## src/rtl/bus_slave_responder.sv

```systemverilog
// Responder end of the single-master bus: decodes RB/WB strobes for DEVICE_ID,
// parity-checks writes into a holding register and answers reads with an ack handshake.
module bus_slave_responder #(
  parameter int unsigned                     DATA_BUS_WIDTH = 32,
  parameter int unsigned                     ADDR_BUS_WIDTH = 8,
  parameter int unsigned                     ERR_CNT_WIDTH  = 8,
  parameter logic [ADDR_BUS_WIDTH-1:0]       DEVICE_ID      = 'h01,
  parameter logic [DATA_BUS_WIDTH-1:0]       RESET_DATA     = '0
) (
  input  logic                      clock,
  input  logic                      reset_n,
  input  logic [ADDR_BUS_WIDTH-1:0] address,
  input  logic                      rb,
  input  logic                      wb,
  input  logic [DATA_BUS_WIDTH-1:0] data_in,
  input  logic                      parity_in,
  output logic [DATA_BUS_WIDTH-1:0] data_out,
  output logic                      parity_out,
  output logic                      data_oe,
  output logic                      ack,
  output logic                      busy,
  output logic [DATA_BUS_WIDTH-1:0] stored_data,
  output logic [ERR_CNT_WIDTH-1:0]  parity_err_cnt,
  output logic                      proto_err
);

  typedef enum logic [2:0] {
    IDLE     = 3'd0,
    ACK_W    = 3'd1,
    DRIVE    = 3'd2,
    ACK_R    = 3'd3,
    WAIT_REL = 3'd4
  } state_t;

  state_t                    state_q;
  logic [DATA_BUS_WIDTH-1:0] data_out_q;
  logic                      parity_out_q;
  logic                      data_oe_q;
  logic                      ack_q;
  logic                      busy_q;
  logic [DATA_BUS_WIDTH-1:0] stored_q;
  logic [ERR_CNT_WIDTH-1:0]  err_cnt_q;
  logic                      proto_err_q;

  logic hit;
  logic parity_ok;

  assign hit       = (address == DEVICE_ID);
  assign parity_ok = ((^data_in) == parity_in);

  always_ff @(posedge clock) begin
    if (!reset_n) begin
      state_q      <= IDLE;
      data_out_q   <= '0;
      parity_out_q <= 1'b0;
      data_oe_q    <= 1'b0;
      ack_q        <= 1'b0;
      busy_q       <= 1'b0;
      stored_q     <= RESET_DATA;
      err_cnt_q    <= '0;
      proto_err_q  <= 1'b0;
    end else begin
      unique case (state_q)
        IDLE: begin
          if (hit) begin
            if (wb && !rb) begin
              state_q <= ACK_W;
              busy_q  <= 1'b1;
              ack_q   <= 1'b1;
              // A rejected write is still acked; only the counter records it.
              if (parity_ok) begin
                stored_q <= data_in;
              end else if (err_cnt_q != '1) begin
                err_cnt_q <= err_cnt_q + 1'b1;
              end
            end else if (rb && !wb) begin
              state_q      <= DRIVE;
              busy_q       <= 1'b1;
              data_out_q   <= stored_q;
              parity_out_q <= ^stored_q;
              data_oe_q    <= 1'b1;
            end else if (rb && wb) begin
              state_q     <= WAIT_REL;
              busy_q      <= 1'b1;
              proto_err_q <= 1'b1;
            end
          end
        end
        ACK_W: begin
          state_q <= WAIT_REL;
          ack_q   <= 1'b0;
        end
        DRIVE: begin
          state_q <= ACK_R;
          ack_q   <= 1'b1;
        end
        ACK_R: begin
          state_q      <= WAIT_REL;
          ack_q        <= 1'b0;
          data_oe_q    <= 1'b0;
          data_out_q   <= '0;
          parity_out_q <= 1'b0;
        end
        WAIT_REL: begin
          // Holding here until both strobes drop turns a held strobe into one transaction.
          if (!rb && !wb) begin
            state_q <= IDLE;
            busy_q  <= 1'b0;
          end
        end
        default: begin
          state_q <= IDLE;
          busy_q  <= 1'b0;
        end
      endcase
    end
  end

  assign data_out       = data_out_q;
  assign parity_out     = parity_out_q;
  assign data_oe        = data_oe_q;
  assign ack            = ack_q;
  assign busy           = busy_q;
  assign stored_data    = stored_q;
  assign parity_err_cnt = err_cnt_q;
  assign proto_err      = proto_err_q;

endmodule

```

## config.mk

```make
export PLATFORM = sky130hd
export DESIGN_NAME = bus_slave_responder
export DESIGN_NICKNAME = d
export VERILOG_FILES = /design/src/rtl/bus_slave_responder.sv
export SDC_FILE = /design/constraint.sdc
export NUM_CORES = 1
export LEC_CHECK = 0
export BUFFER_PORTS_ARGS = -buffer_cell sky130_fd_sc_hd__clkbuf_2
export CAP_MARGIN = 20
export CORE_MARGIN = 5
export CORE_UTILIZATION = 46
export CTS_CLUSTER_DIAMETER = 40
export DETAILED_ROUTE_END_ITERATION = 8
export GPL_TIMING_DRIVEN = 0
export PLACE_DENSITY = 0.71
export RECOVER_POWER = 25
export SLEW_MARGIN = 0
export SYNTH_ARGS = -nofsm -noshare
export SYNTH_HDL_FRONTEND = slang
export SYNTH_SLANG_ARGS = --single-unit
```

## constraint.sdc

```tcl
create_clock -name clock -period 2.43 [get_ports clock]
set_input_delay 0.1215 -clock clock [delete_from_list [all_inputs] [get_ports clock]]
set_output_delay 0.1215 -clock clock [all_outputs]
set_load 0.05 [all_outputs]
```

==> results.sh, run 1 <==
export IMPL_period_needed_ps=2250
export IMPL_vias=3358
export IMPL_overflow=0
export IMPL_drive_gt1_share_pct=20.9
export IMPL_hp_class="input port to register"
export IMPL_setup_violations_final=0
export IMPL_post_cts_buffers=0
export IMPL_syn_cell_area_um2=3730
export IMPL_via_per_inst=5.18
export IMPL_fp_dieW_um=100
export IMPL_grt_pass1_wl_mm=16.0
export IMPL_antenna_found_initial=0
export IMPL_fin_crit_sh_pct=92.8
export IMPL_num_fill_cells=765
export IMPL_max_freq_mhz=444
export IMPL_nets=593
export IMPL_worstSetupStartpointType="register"
export IMPL_ys_ff_latch=80
export IMPL_drt_first_pass_iters=5
export IMPL_cts_sinks=80
export IMPL_syn_nets=462
export IMPL_place_hpwl_mm=7.52
export IMPL_power_density_nw_per_um2=529
export IMPL_setup_worst_path_end_class="register"
export IMPL_cts_root_buffer="clkbuf_8"
export IMPL_synth_cells=411
export IMPL_vdd_drop_max_uv=336
export IMPL_die_area_um2=10000
export IMPL_io_pins=122
export IMPL_finClkSkew_ps=4.63
export IMPL_cts_tree="done"
export IMPL_core_um2=7810
export IMPL_drc=0
export IMPL_hold_buffers=0
export IMPL_clk_pin_slew_ps=80
export IMPL_synthTopCellsByArea="dfxtp_1, xnor2_1, nor2_1"
export IMPL_slew_violations=0
export IMPL_max_slew_margin_pct=56.2
export IMPL_wl_per_cell_um=15.0
export IMPL_ys_flop_type="dfxtp_1"
export IMPL_ys_warn_count=0
export IMPL_cts_resized=1
export IMPL_place_area_um2=4460
export IMPL_fin_cells=648
export IMPL_grt_util_all_layers_pct=19.9
export IMPL_diodes=0
export IMPL_fin_util_pct=58.6
export IMPL_drtIter0Drc=160
export IMPL_cts_buffer_depth=2
export IMPL_gp_congestion=0.811
export IMPL_cts_max_level=3
export IMPL_synth_most_common_cell="dfxtp_1"
export IMPL_io_buffer_count=120
export IMPL_syn2layout_area_growth_pct=22.5
export IMPL_placed_cells=633
export IMPL_worst_ep_required_time_ps=2710
export IMPL_antenna_left=0
export IMPL_die_y_um=100
export IMPL_grt_pass1_vias=3296
export IMPL_clk_latency_ps=340
export IMPL_num_rows=32
export IMPL_hold_slack_ps=24.2
export IMPL_final_cell_area_um2=4580
export IMPL_grt_max_degree=13
export IMPL_leakage_nw=1.91
export IMPL_cts_made_buffers=9
export IMPL_path_class="register to register"
export IMPL_async_reset_ff_share_pct=0
export IMPL_ys_seq_area_share_pct=42.9
export IMPL_rsz0062_at_grt="false"
export IMPL_initial_core_util_pct=47.8
export IMPL_setup_tns_ps=0
export IMPL_arrival_ps=2530
export IMPL_synth_top_area_share_pct=42.9
export IMPL_synthTopCellsByCount="dfxtp_1, nor2_1, xnor2_1"
export IMPL_hold_violations=0
export IMPL_tightest_slew_ps=654
export IMPL_synth_area_per_cell_um2=9.09
export IMPL_synth_area_leader_cell="dfxtp_1"
export IMPL_routed_wl_mm=9.73
export IMPL_cp_max_fo=10
export IMPL_cap_violations=0
export IMPL_status="finished, final reports clean"
export IMPL_synth_cell_types=40
export IMPL_synth_edf_count=0
[layout by cell type (no fill, tap or decap), types with 2 or more instances in the layout]
master    synthesis  final
clkbuf_8          0      9
nand2b_1          2      2
nand4_1           3      3
nand3_1           5      5
inv_1             9      9
ha_1              6      6
clkbuf_2          0     85
a31o_2            2      2
nor2_1           76     76
and3_1            4      4
xnor3_1           2      2
a21oi_1           9      9
clkbuf_1         20     58
nand2_1          36     36
o21a_1            2      2
buf_6             7      7
xor2_1            4      4
clkinv_2          0      3
dfxtp_1          80     80
xnor2_1          54     54
a31o_1           32     32
a22oi_1          35     35
a21o_1            2      2
[path summary, 6_finish.rpt]
kind,from,endpoint,slack [ps],depth (start not counted)
max,state_q[2]$_SDFFE_PN0P_,data_out[10]$_SDFFE_PN0P_,180,6
min,data_in[22],stored_data[22]$_SDFFE_PN0P_,20,2
max reg2reg,state_q[2]$_SDFFE_PN0P_,data_out[10]$_SDFFE_PN0P_,180,6
min reg2reg,proto_err$_SDFFE_PN0P_,proto_err$_SDFFE_PN0P_,470,2
[power breakdown]
group	internal, W	total [W]	leakage, nW	switching (W)
combinational	0.000152	0.000298	1.18	0.000145
sequential	0.00131	0.00131	0.644	0.00000104
clock	0.000361	0.000813	0.0789	0.000452
total	0.00182	0.00242	1.91	0.000599
[critical path: stages (launching register included)]
cell	delay, ps
dfxtp_1	370
nor3_1	360
nand2_1	150
nor3b_2	590
clkbuf_1	440
a22oi_1	160
nor2_1	120
[area by class of cell]
type	count	area, µm²	share of cell area, %
clock inverters	4	22.5	0.492
repair buffers	120	557	12.2
clock buffers	11	131	2.87
flip-flops and latches	80	1600	35.0
multi-input cells	293	1940	42.3
inverters	9	33.8	0.738
plain buffers	29	165	3.61
well taps	102	128	2.79
[cell families (layout without fill, tap and decap cells)]
kind of cell,count (synthesis),count (layout),synth area share [%]
adder cells (fa/ha/maj),6,6,2.01
AND/OR/NAND/NOR,137,137,15.5
flip-flops,80,80,42.9
multiplexers,3,3,1.04
AO/OA/AOI/OAI,86,86,17.9
buffers and inverters,38,173,5.36
XOR/XNOR,61,61,15.2
[flip-flops by register name, summed over array words and instances, names as in the netlist]
name            flops
stored_data        32
parity_err_cnt      8
data_oe             1
state_q             3
parity_out          1
proto_err           1
ack                 1
busy                1
data_out           32
[per-layer routing]
layer / GRT usage (%) / wire length, µm / up-vias
met4: 6.63 / 144 / 0
met3: 4.52 / 738 / 12
li1: - / - / 1668
met5: 0 / 0 / -
met2: 32.3 / 4660 / 116
met1: 26.2 / 4190 / 1562
[stage by stage]
step	worst slack (ps)	total power [W]
final	175	0.00242
after global routing	1.46	0.00253
after CTS	171	0.00245
after detailed placement	-304	0.00164
after global placement	-174	0.00164
after floorplan	326	0.00155
Note: power is estimated with default switching activity, not from simulation.
==> run 2: changes to the inputs <==
--- a/config.mk
+++ b/config.mk
@@ -8,11 +8,11 @@
 export BUFFER_PORTS_ARGS = -buffer_cell sky130_fd_sc_hd__clkbuf_2
 export CAP_MARGIN = 20
 export CORE_MARGIN = 5
-export CORE_UTILIZATION = 46
+export CORE_UTILIZATION = 30
 export CTS_CLUSTER_DIAMETER = 40
 export DETAILED_ROUTE_END_ITERATION = 8
 export GPL_TIMING_DRIVEN = 0
-export PLACE_DENSITY = 0.71
+export PLACE_DENSITY = 0.49
 export RECOVER_POWER = 25
 export SLEW_MARGIN = 0
 export SYNTH_ARGS = -nofsm -noshare
==> run 2 against run 1 <==
Compared with the run above:
- critical endpoint is now parity_err_cnt[3]$_SDFFE_PN0P_
- hold slack improved by 9.0 ps
- count of clock-buffer cells in the layout fell by 2
- global-route usage fell by 4.6 points
- clock skew fell by 0.55 ps
- non-clock buffer count did not move
- register-to-register slack improved by 130 ps
- combinational power rose by 2%
- critical path type unchanged
- final cell count rose by 10%
- utilization fell by 19 points
- final area rose by 5.8%
- first-iteration DRC count rose by 7.5%
- largest power group is now the clock network
- maximum frequency rose by 6.0%
==> results.sh, run 2 (synthesized netlist as in run 1, its figures left out) <==
export IMPL_drc=0
export IMPL_cts_buffer_depth=2
export IMPL_max_slew_margin_pct=55.5
export IMPL_path_class="register to register"
export IMPL_vias=3304
export IMPL_fp_dieW_um=122
export IMPL_drt_first_pass_iters=5
export IMPL_worst_ep_required_time_ps=2660
export IMPL_setup_tns_ps=0
export IMPL_cts_made_buffers=9
export IMPL_crit_family="simple AND/OR/NAND/NOR gates"
export IMPL_diodes=0
export IMPL_fin_crit_sh_pct=87.6
export IMPL_drive_gt1_share_pct=21.6
export IMPL_wl_per_cell_um=15.4
export IMPL_clk_latency_ps=330
export IMPL_cts_root_buffer="clkbuf_16"
export IMPL_slew_violations=0
export IMPL_grt_pass1_wl_mm=17.5
export IMPL_drtIter0Drc=172
export IMPL_via_per_inst=4.62
export IMPL_slowest_delay_ps=340
export IMPL_setup_worst_path_end_class="register"
export IMPL_leakage_nw=2.00
export IMPL_cap_violations=0
export IMPL_layout_commonest_cell="clkbuf_2"
export IMPL_num_rows=40
export IMPL_crit_buf_inv=1
export IMPL_power_density_nw_per_um2=650
export IMPL_hp_class="input port to register"
export IMPL_grt_util_all_layers_pct=15.3
export IMPL_nets=593
export IMPL_die_y_um=122
export IMPL_hold_violations=0
export IMPL_overflow=0
export IMPL_status="finished, final reports clean"
export IMPL_tightest_slew_ps=671
export IMPL_gp_congestion=0.760
export IMPL_grt_pass1_vias=3309
export IMPL_rsz0062_at_grt="false"
export IMPL_io_pins=122
export IMPL_io_buffer_count=120
export IMPL_finClkSkew_ps=4.08
export IMPL_hold_buffers=0
export IMPL_antenna_found_initial=0
export IMPL_arrival_ps=2360
export IMPL_place_ws_ps=-161
export IMPL_grt_max_degree=14
export IMPL_syn2layout_area_growth_pct=29.6
export IMPL_worstSetupStartpointType="register"
export IMPL_place_hpwl_mm=8.58
export IMPL_cts_max_level=3
export IMPL_period_needed_ps=2130
export IMPL_routed_wl_mm=11.0
export IMPL_initial_core_util_pct=30.8
export IMPL_cp_max_fo=10
export IMPL_cp_slowest_cell="dfxtp_1"
export IMPL_setup_violations_final=0
export IMPL_die_area_um2=14800
export IMPL_cp_cell_sequence="ha_1 -> and3_1 -> nand3_1 -> and4_1 -> nand2_1 -> mux2i_2 -> buf_4 -> a21oi_1 -> o21a_1"
export IMPL_core_um2=12100
export IMPL_vdd_drop_max_uv=345
export IMPL_cts_sinks=80
export IMPL_layout_setup_ws_ps=302
export IMPL_clk_pin_slew_ps=60
export IMPL_final_cell_mix="clkbuf_2, dfxtp_1, nor2_1"
export IMPL_cts_tree="done"
export IMPL_antenna_left=0
export IMPL_max_freq_mhz=470
run 2: cell count changes in the layout (fill, tap and decap cells not counted), sizes merged:
cell / delta
clkinvlp: -1
clkinv: +1
clkbuf: -3
buf: +1
bufinv: +3
run 2: routing by layer:
layer	up-vias	global-route usage [%]	part of all wire [%]
met3	6	5.80	7.9
met5	-	0	0
met2	93	24.9	46
met1	1535	19.3	45
li1	1670	-	-
met4	0	3.71	0.85
run 2: where the power goes:
part | switching, W | internal (W) | leakage [nW] | total (W)
Combinational | 0.000151 | 0.000153 | 1.19 | 0.000303
Sequential | 0.00000103 | 0.00131 | 0.644 | 0.00131
Clock | 0.000534 | 0.000996 | 0.169 | 0.00153
Total | 0.000686 | 0.00246 | 2.00 | 0.00315
run 2: final timing paths:
check	slack, ps	cells past startpoint	to	start
hold reg to reg	480	2	proto_err$_SDFFE_PN0P_	proto_err$_SDFFE_PN0P_
hold / removal	30	2	stored_data[25]$_SDFFE_PN0P_	data_in[25]
setup / recovery	300	9	parity_err_cnt[3]$_SDFFE_PN0P_	parity_err_cnt[0]$_SDFFE_PN0P_
setup reg to reg	300	9	parity_err_cnt[3]$_SDFFE_PN0P_	parity_err_cnt[0]$_SDFFE_PN0P_
run 2: through the flow:
step	cells	area (µm²)	hold slack, ps	total power (W)	util, %
floorplan	411	3730	256	0.00155	-
detailed placement	700	4550	374	0.00165	37.6
global placement	699	4550	372	0.00165	37.5
finish	715	4840	33.2	0.00315	40.0
global route	715	4840	27.0	0.00328	40.0
CTS	716	4890	18.4	0.00319	40.4
run 2: worst register-to-register path, delay by kind of cell (launching register included):
family          cells  cell delay (ps)
compound gates      2              250
fa+ha+maj           1              230
buf+inv             1              240
flops               1              340
mux                 1              310
simple gates        4              630
run 2: repair_timing:
item	in CTS	in global routing
pin swaps	0	0
gates cloned	0	0
endpoints found under the setup margin	13	19
gates resized for setup	1	2
setup buffers	0	0
run 2: final cells by class:
cell class | instances | area (µm²)
plain buffers | 28 | 163
clock inverters | 7 | 110
inverters | 9 | 33.8
well taps | 168 | 210
repair buffers | 121 | 561
clock buffers | 9 | 225
fillers | 1294 | 7270
flip-flops and latches | 80 | 1600
multi-input cells | 293 | 1940
